`config.mk`:
```
export PLATFORM = sky130hd
export DESIGN_NAME = pc_fetch_unit
export DESIGN_NICKNAME = d
export VERILOG_FILES = /design/src/rtl/fetch_pkg.sv /design/src/rtl/pc_fetch_unit_pc_reg.sv /design/src/rtl/pc_fetch_unit.sv
export SDC_FILE = /design/constraint.sdc
export NUM_CORES = 1
export LEC_CHECK = 0
export BUFFER_PORTS_ARGS = -buffer_cell sky130_fd_sc_hd__buf_2
export CAP_MARGIN = 10
export CORE_MARGIN = 2
export CORE_UTILIZATION = 52
export CTS_BUF_LIST = sky130_fd_sc_hd__clkbuf_8 sky130_fd_sc_hd__clkbuf_16
export DETAILED_ROUTE_END_ITERATION = 8
export PLACE_DENSITY_LB_ADDON = 0.25
export SKIP_CTS_REPAIR_TIMING = 1
export SLEW_MARGIN = 20
export SYNTH_ARGS = -nofsm -noshare
export SYNTH_HDL_FRONTEND = slang
export SYNTH_SLANG_ARGS = --single-unit
```
`constraint.sdc`:
```
create_clock -name clk -period 4.5 [get_ports clk]
set_clock_uncertainty 0.1 [all_clocks]
set_input_delay 0.45 -clock clk [delete_from_list [all_inputs] [get_ports clk]]
set_output_delay 0.45 -clock clk [all_outputs]
set_load 0.01 [all_outputs]
```
`src/rtl/fetch_pkg.sv`:
```
// -----------------------------------------------------------------------------
// fetch_pkg
// Shared definitions for the miniRISC fetch path:
//   - XLEN             : architectural address/data width
//   - fetch_state_t    : pc_fetch_unit FSM encoding
//   - addr_sel_t       : address-select codes, common with the address-select mux
//   - pc_advance()     : sequential PC step, wraps modulo 2^XLEN
// -----------------------------------------------------------------------------
package fetch_pkg;

  localparam int XLEN = 32;

  typedef enum logic [1:0] {
    S_REQ  = 2'd0,
    S_HOLD = 2'd1,
    S_HALT = 2'd2
  } fetch_state_t;

  typedef enum logic [1:0] {
    SEL_JUMP   = 2'b00,
    SEL_REG    = 2'b01,
    SEL_BRANCH = 2'b10,
    SEL_ZERO   = 2'b11
  } addr_sel_t;

  // Plain modulo add: 32'hFFFF_FFFF + 1 wraps to 0.
  function automatic logic [XLEN-1:0] pc_advance(input logic [XLEN-1:0] pc,
                                                 input logic [XLEN-1:0] step);
    return pc + step;
  endfunction

endpackage

```
`src/rtl/pc_fetch_unit_pc_reg.sv`:
```
// -----------------------------------------------------------------------------
// pc_reg
// Program counter register. Load has priority over increment.
// Ports:
//   clk, rst   : clock, asynchronous active-high reset (pc <= RESET_PC)
//   load       : take load_addr next cycle
//   load_addr  : redirect target
//   inc        : advance by PC_STEP next cycle
//   pc         : current program counter
// -----------------------------------------------------------------------------
module pc_reg
  import fetch_pkg::*;
#(
  parameter logic [XLEN-1:0] RESET_PC = '0,
  parameter logic [XLEN-1:0] PC_STEP  = XLEN'(1)
) (
  input  logic            clk,
  input  logic            rst,
  input  logic            load,
  input  logic [XLEN-1:0] load_addr,
  input  logic            inc,
  output logic [XLEN-1:0] pc
);

  // NOTE: sequential state uses non-blocking assignments so every flop
  // samples pre-edge values, independent of block evaluation order.
  always_ff @(posedge clk or posedge rst) begin
    if (rst) begin
      pc <= RESET_PC;
    end else if (load) begin
      pc <= load_addr;
    end else if (inc) begin
      pc <= pc_advance(pc, PC_STEP);
    end
  end

endmodule

```
`src/rtl/pc_fetch_unit.sv`:
```
// -----------------------------------------------------------------------------
// pc_fetch_unit
// Owns the PC, fetches instructions over an imem req/ack handshake and hands
// them to decode over a valid/ready handshake. Handles redirects, stalls, halt.
//
// Ports:
//   clk, rst                     : clock, asynchronous active-high reset
//   redirect_valid/sel/addr      : one-cycle redirect from the address-select mux
//   halt                         : stop fetching after the current instruction
//   imem_req/addr, imem_ack/rdata: instruction memory handshake
//   inst_valid, inst, inst_pc    : instruction to decode
//   dec_ready                    : decode accepts when inst_valid & dec_ready
//   halted                       : high once the unit has halted (rst only exit)
//
// Build option PC_FETCH_PERF_EN adds:
//   fetch_cnt[31:0] : delivered instructions (wrapping)
//   kill_cnt[15:0]  : discarded acks (saturating)
// -----------------------------------------------------------------------------
module pc_fetch_unit
  import fetch_pkg::*;
#(
  parameter logic [31:0] RESET_PC = 32'h0000_0000,
  parameter logic [31:0] PC_STEP  = 32'd1
) (
  input  logic        clk,
  input  logic        rst,
  input  logic        redirect_valid,
  input  logic [1:0]  redirect_sel,
  input  logic [31:0] redirect_addr,
  input  logic        halt,
  output logic        imem_req,
  output logic [31:0] imem_addr,
  input  logic        imem_ack,
  input  logic [31:0] imem_rdata,
  output logic        inst_valid,
  output logic [31:0] inst,
  output logic [31:0] inst_pc,
  input  logic        dec_ready,
  output logic        halted
`ifdef PC_FETCH_PERF_EN
  ,
  output logic [31:0] fetch_cnt,
  output logic [15:0] kill_cnt
`endif
);

  fetch_state_t state;
  logic         kill;       // outstanding request targets a stale pc
  logic [31:0]  pc;

  logic ack_fire;           // ack for a request we actually issued
  logic ack_drop;           // ...whose data must be thrown away
  logic ack_take;           // ...whose data goes to decode
  logic handshake;
  logic pc_load;

  // imem_req gates the ack, so a late ack after reset (req still low) is ignored.
  assign ack_fire  = (state == S_REQ) && imem_req && imem_ack;
  assign ack_drop  = ack_fire && (kill || redirect_valid);
  assign ack_take  = ack_fire && !ack_drop;
  assign handshake = inst_valid && dec_ready;
  assign pc_load   = redirect_valid && (state != S_HALT);

  pc_reg #(
    .RESET_PC (RESET_PC),
    .PC_STEP  (PC_STEP)
  ) u_pc_reg (
    .clk       (clk),
    .rst       (rst),
    .load      (pc_load),
    .load_addr (redirect_addr),
    .inc       (ack_take),
    .pc        (pc)
  );

  always_ff @(posedge clk or posedge rst) begin
    if (rst) begin
      state      <= S_REQ;
      kill       <= 1'b0;
      imem_req   <= 1'b0;
      imem_addr  <= RESET_PC;
      inst_valid <= 1'b0;
      inst       <= '0;
      inst_pc    <= '0;
      halted     <= 1'b0;
    end else begin
      case (state)
        S_REQ: begin
          if (!imem_req) begin
            // Idle gap (after reset or a discarded ack): issue now, straight
            // at the redirect target if one arrives in this cycle.
            imem_req  <= 1'b1;
            imem_addr <= redirect_valid ? redirect_addr : pc;
          end else if (imem_ack) begin
            imem_req <= 1'b0;
            kill     <= 1'b0;
            if (!(kill || redirect_valid)) begin
              inst       <= imem_rdata;
              inst_pc    <= pc;
              inst_valid <= 1'b1;
              state      <= S_HOLD;
            end
          end else if (redirect_valid) begin
            // Address must stay stable while req is high; remember to drop
            // the returning data and refetch from the new pc.
            kill <= 1'b1;
          end
        end

        S_HOLD: begin
          if (redirect_valid) begin
            // Flush; any same-cycle handshake has already been accepted by decode.
            inst_valid <= 1'b0;
            state      <= S_REQ;
            imem_req   <= 1'b1;
            imem_addr  <= redirect_addr;
          end else if (dec_ready) begin
            inst_valid <= 1'b0;
            if (halt) begin
              state  <= S_HALT;
              halted <= 1'b1;
            end else begin
              // pc already advanced when the ack was taken.
              state     <= S_REQ;
              imem_req  <= 1'b1;
              imem_addr <= pc;
            end
          end
        end

        S_HALT: begin
          imem_req   <= 1'b0;
          inst_valid <= 1'b0;
          halted     <= 1'b1;
        end

        default: begin
          state    <= S_REQ;
          imem_req <= 1'b0;
        end
      endcase
    end
  end

`ifdef PC_FETCH_PERF_EN
  always_ff @(posedge clk or posedge rst) begin
    if (rst) begin
      fetch_cnt <= '0;
      kill_cnt  <= '0;
    end else begin
      if (handshake) begin
        fetch_cnt <= fetch_cnt + 32'd1;
      end
      if (ack_drop && (kill_cnt != 16'hFFFF)) begin
        kill_cnt <= kill_cnt + 16'd1;
      end
    end
  end
`else
  // handshake only feeds the performance counters.
  logic unused_handshake;
  assign unused_handshake = handshake;
`endif

`ifndef SYNTHESIS
  zero_sel_addr_a : assert property (
    @(posedge clk) disable iff (rst)
      (redirect_valid && (redirect_sel == SEL_ZERO)) |-> (redirect_addr == '0)
  ) else $error("pc_fetch_unit: SEL_ZERO redirect with nonzero address");
`else
  logic [1:0] unused_sel;
  assign unused_sel = redirect_sel;
`endif

endmodule

```
Word-level counts from Yosys, hierarchy flattened --
Index checks and enable logic that the tools add are counted.
Operators by class: mux-type cells 33, $add $sub $neg 1, bitwise gates (word level) 2, equality and inequality tests 12, reduce and logical (&&, ||, !) cells 20
Operators by type and width (count):
- 2-to-1 mux 32 bit | 7
- one-hot mux 32 bit (2 select lines) | 1
- adder 32 x 1 -> 32 bit (second input constant) | 1
- != test 2 bit (second input constant) | 8
- 2-to-1 mux 1 bit | 15
- 2-to-1 mux 2 bit | 6
- AND reduction 4 bit | 3
- AND reduction 5 bit | 2
- nonzero test 2 bit | 4
- != test 3 bit (second input constant) | 2
- one-hot mux 2 bit (3 select lines) | 1
- logical AND 1 bit | 5
- one-hot mux 1 bit (2 select lines) | 2
- one-hot mux 1 bit (3 select lines) | 1
- AND reduction 3 bit | 1
- nonzero test 3 bit | 1
- equality test 2 x 1 -> 1 bit (second input constant) | 1
- equality test 2 bit (second input constant) | 1
- logical NOT 2 bit | 1
- NOT 1 bit | 2
- AND reduction 2 bit | 1
- logical NOT 1 bit | 1
- logical OR 1 bit | 1
Storage, ports and cells: output and inout port bits 99, register bits after elaboration 134

Logic depth before layout (Yosys ltp) --
depth in word-level cells 8, depth in mapped cells 9, depth with buffers taken out 7

Modules after synthesis --
From an unflattened synthesis, not the netlist that was laid out.
Second synthesis, totals: cell total of the unflattened synthesis 494, area total of the unflattened synthesis 6429.9 µm²
By module, submodules not included:
- pc_fetch_unit | times used 1, area an instance 4558.1 µm², cells each 282
- pc_reg | times used 1, area an instance 1871.8 µm², cells each 212

Worst setup path after synthesis --
No wires, ideal clock.
path kind flip-flop to flip-flop, start point register state[1], end point register u_pc_reg.pc[28], setup time 82 ps, clock period less this slack 2026 ps, slack 2474 ps, cell stages (with the launch flop) 9, arrival time 1844 ps, cells stage by stage dfrtp_1 > inv_1 > ha_1 > buf_2 > nand4b_4 > nor4_4 > nand3_2 > or3_1 > a31oi_1
Between the ends: word-level cells in the longest chain between the ends 7, elaborated cells between the ends (all ways) 10, those cells by class eq/ne (1); mux (1); reduce/logical (8)
Ends and longest elaborated chain:
- from (decl) | RTL line pc_fetch_unit.sv:47 | fetch_state_t state;
- from (signal assigned) | RTL line pc_fetch_unit.sv:78 | state <= S_REQ;
- from (signal assigned) | RTL line pc_fetch_unit.sv:101 | state <= S_HOLD;
- from (signal assigned) | RTL line pc_fetch_unit.sv:114 | state <= S_REQ;
- logical NOT 2 bit | RTL line pc_fetch_unit.sv:58 | assign ack_fire = (state == S_REQ) && imem_req && imem_ack;
- logical AND 1 bit (2 in series) | RTL line pc_fetch_unit.sv:58
- logical AND 1 bit | RTL line pc_fetch_unit.sv:59 | assign ack_drop = ack_fire && (kill || redirect_valid);
- logical NOT 1 bit | RTL line pc_fetch_unit.sv:60 | assign ack_take = ack_fire && !ack_drop;
- logical AND 1 bit | RTL line pc_fetch_unit.sv:60
- nonzero test 2 bit (no source line)
- to (signal assigned) | RTL line pc_fetch_unit_pc_reg.sv:31 | pc <= load_addr;
- to (signal assigned) | RTL line pc_fetch_unit_pc_reg.sv:33 | pc <= pc_advance(pc, PC_STEP);
- to (decl) | RTL line pc_fetch_unit_pc_reg.sv:22 | output logic [XLEN-1:0] pc
Parallel ways exist; a longest one is shown, timed or not. A chain may end at the register's enable or synchronous reset.

Worst setup path after layout --
start point register state[1], end point register imem_addr[16]
Between the ends: word-level cells in the longest chain between the ends 3, elaborated cells between the ends (all ways) 8, those cells by class eq/ne (4); mux (1); reduce/logical (3)
Ends and longest elaborated chain:
- equality test 2 x 1 -> 1 bit / logical NOT 2 bit (equally long branches) | RTL line pc_fetch_unit.sv:87 | case (state)
- != test 3 bit (no source line), or another cell as far along
- AND reduction 4 bit (no source line)
- to (signal assigned) | RTL line pc_fetch_unit.sv:93 | imem_addr <= redirect_valid ? redirect_addr : pc;
- to (signal assigned) | RTL line pc_fetch_unit.sv:116 | imem_addr <= redirect_addr;
- to (signal assigned) | RTL line pc_fetch_unit.sv:126 | imem_addr <= pc;
- to (decl) | RTL line pc_fetch_unit.sv:32 | output logic [31:0] imem_addr,
Parallel ways exist; a longest one is shown, timed or not.

==> results.cfg <==
[outcome]
outcome = completed

[drt]
drc_errors = 0
avgViaCountPerCell = 5.448
first_iter_violations = 175
highest_layer = met4
routed-wl-met3_um = 983
routed_wire_length_per_instance_um = 16.49
num_vias = 4560
routed-wl-met2_um = 6460
postRouteWirelength_um = 13800
final_antenna_net_count = 0
detailed_routing_wirelength_on_met1_um = 6043
first_pass_iters = 4

[synthesis]
synth-edff-count = 0
ys_warn_count = 0
postSynth.topFlopCell = sky130_fd_sc_hd__dfrtp_1
sequential_area_share_after_synthesis_pct = 55.93
post_synth_inst_count = 520
postSynthNetCount = 597
synth_area_um2 = 5996
synthesis.area_per_instance_um2 = 11.53
ys_async_sr_fraction_pct = 100.0
ys_seq_elements = 134
synth_cell_types = 40

[sta]
relSlewSlack_pct = 39.47
finalHoldViolations = 0
clock.fmax_mhz = 359.9
timing_max_transition_violations_final = 0
timing.setup.tns_ps = 0
fin_ws_ps = 1722
final_min_period_over_clock_period_pct = 61.74
final-setup-viol-count = 0
post-route-min-period_ps = 2778
timing_worst_slew_pin_value_ps = 908.0
grt_setup_unrepaired = no

[placement]
gpl.final_weighted_congestion = 0.7953
port_buffers = 168
pre_cts_slack_ps = 1683
dp_cells = 805
place_hpwl_um = 9159

[clocking]
cts_sinks = 134
clock_insertion_delay_worst_skew_ps = 410
numCtsBuffers = 17
cts.root.buffer_cell = sky130_fd_sc_hd__clkbuf_16
path_clk_slew_ps = 60
max-clock-path-buffers = 2
tritoncts = built
h-tree-depth = 4

[global_routing]
grt_pass1_vias = 4594
grt_start_max_net_pins = 97
grt_first_pass_wirelength_um = 22320
grtUsageTotal_pct = 22.77
grt_remaining_overflow = 0
antenna_found_initial = 1

[critical_path]
cpPeakStageDelay_ps = 650
critPathCaptureType = register
startpoint_type_of_the_worst_setup_path = register
timing.setup.critical_path_class = reg -> reg
critical_path_required_ps = 4740
path_cells = inv_1 > ha_1 > o21ai_0 > a21oi_4 > buf_4 > nor2_1 > a21oi_1
worst_r2r_path_depth = 7
critPathSlowestCell = sky130_fd_sc_hd__a21oi_4
timing.critical_path.fanout_max = 34
arrival_ps = 3010

[floorplanning]
core_area_um2 = 11320
dieArea_um2 = 12410
die_width_um = 111.4
floorplan.initialDensity_pct = 52.96
die_height_um = 111.4
placement_rows = 39
ios = 171

[final_layout]
post_layout_nonfiller_instances = 837
layout_common_cells = 168 x sky130_fd_sc_hd__buf_2, 134 x sky130_fd_sc_hd__dfrtp_1, 43 x sky130_fd_sc_hd__nor2_1
fill_cells = 910
most_frequent_standard_cell_in_the_layout_excluding_fill_and_tap_cells = sky130_fd_sc_hd__buf_2
ff_latch_area_um2 = 3353
number_of_inserted_diodes = 0
final_net_count = 759
drive_above_1_share_pct = 36.02
areaGrowthSynthToFinish_pct = 25.29
area_taken_by_multi_input_logic_gates_um2 = 2525

[pwr]
p_per_area_nw_per_um2 = 677.0
power.sequential.fraction_pct = 40.3
power.share.clock_pct = 24.6
internal_power_mw = 3.271
cellLeakagePower_nw = 3.601
vdd.ir_drop.worst_mv = 0.3909
switchingPower_mw = 1.815
power.share.combinational_pct = 35.1
power.share.switching_pct = 35.68

[job]
max_cap_violations = 0

[min_path]
holdCritPathClass = in -> async
[power by group through the flow]
stage / Clock [mW] / Combinational [mW] / Sequential, mW
final: 1.25 / 1.79 / 2.05
after floorplan: 0 / 0.890 / 2.23
after CTS: 1.27 / 1.80 / 2.05
after detailed placement: 0 / 1.80 / 2.06
after global placement: 0 / 1.73 / 2.03
after global routing: 1.32 / 1.96 / 2.12
[routing by layer]
layer | vias to the layer above | GRT usage [%]
met5 | - | 0
met4 | 0 | 9.383
met3 | 23 | 7.349
met2 | 154 | 36.30
met1 | 2225 | 29.04
li1 | 2158 | -
[cell type report]
cell class	count	area share, %
Sequential cell	134	44.64
Multi-Input combinational cell	350	33.61
Timing Repair Buffer	172	11.86
Clock buffer	18	5.846
Tap cell	143	2.382
Clock inverter	13	1.249
Inverter	7	0.4164
[synth_stat cells, drive strengths merged (5+ instances only)]
library cell  number  area share [%]
nor2              45             2.9
a31oi              6            0.63
nand4             14             1.5
dfrtp            134              56
clkbuf            17             1.1
a21oi             36             3.1
nand2             39             2.4
inv                7            0.44
mux2              64              12
mux2i             32             5.3
xnor2              5            0.73
nand3             11             1.0
o21ai             32             2.7
and3               8            0.83
ha                 5             1.0
xor2              19             2.8
buf               12            0.98
[cell families (layout without fill, tap and decap cells)]
kind of cell	count (synthesis)	after routing	share of synthesized area [%]
compound gates	84	84	7.680
xor+xnor	24	24	3.506
fa+ha+maj	5	5	1.043
buf+inv	36	210	2.483
flops	134	134	55.93
mux	96	96	17.36
simple gates	141	141	12.00
[stage by stage]
| step | util [%] | power [mW] | area (µm²) | hold WS, ps |
|---|---|---|---|---|
| 6_report | 66.36 | 5.086 | 7512 | 117.8 |
| 5_1_grt | 66.36 | 5.397 | 7512 | 156.1 |
| 4_1_cts | 66.11 | 5.120 | 7485 | 145.5 |
| 3_5_place_dp | 61.41 | 3.853 | 6952 | 376.1 |
| 3_3_place_gp | 61.33 | 3.755 | 6943 | 360.7 |
| 2_1_floorplan | - | 3.116 | 5996 | 406.3 |
[worst max-delay path: cells and delay by family (launching register included)]
family / cells / cell delay (ps)
AO/OA/AOI/OAI: 3 / 1030
adder cells (fa/ha/maj): 1 / 450
buffers and inverters: 2 / 600
flip-flops: 1 / 400
AND/OR/NAND/NOR: 1 / 80
[path summary, 6_finish.rpt]
kind | to | slack (ps) | from
min in group clk | u_pc_reg.pc[22] | 160 | redirect_addr[22]
max in group asynchronous | u_pc_reg.pc[7] | 3150 | rst
max | imem_addr[16] | 1720 | state[1]
min reg2reg | inst_pc[2] | 380 | inst_pc[2]
min | inst[30] | 120 | rst
max reg2reg | imem_addr[16] | 1720 | state[1]
Power figures use the tool's default switching activity.
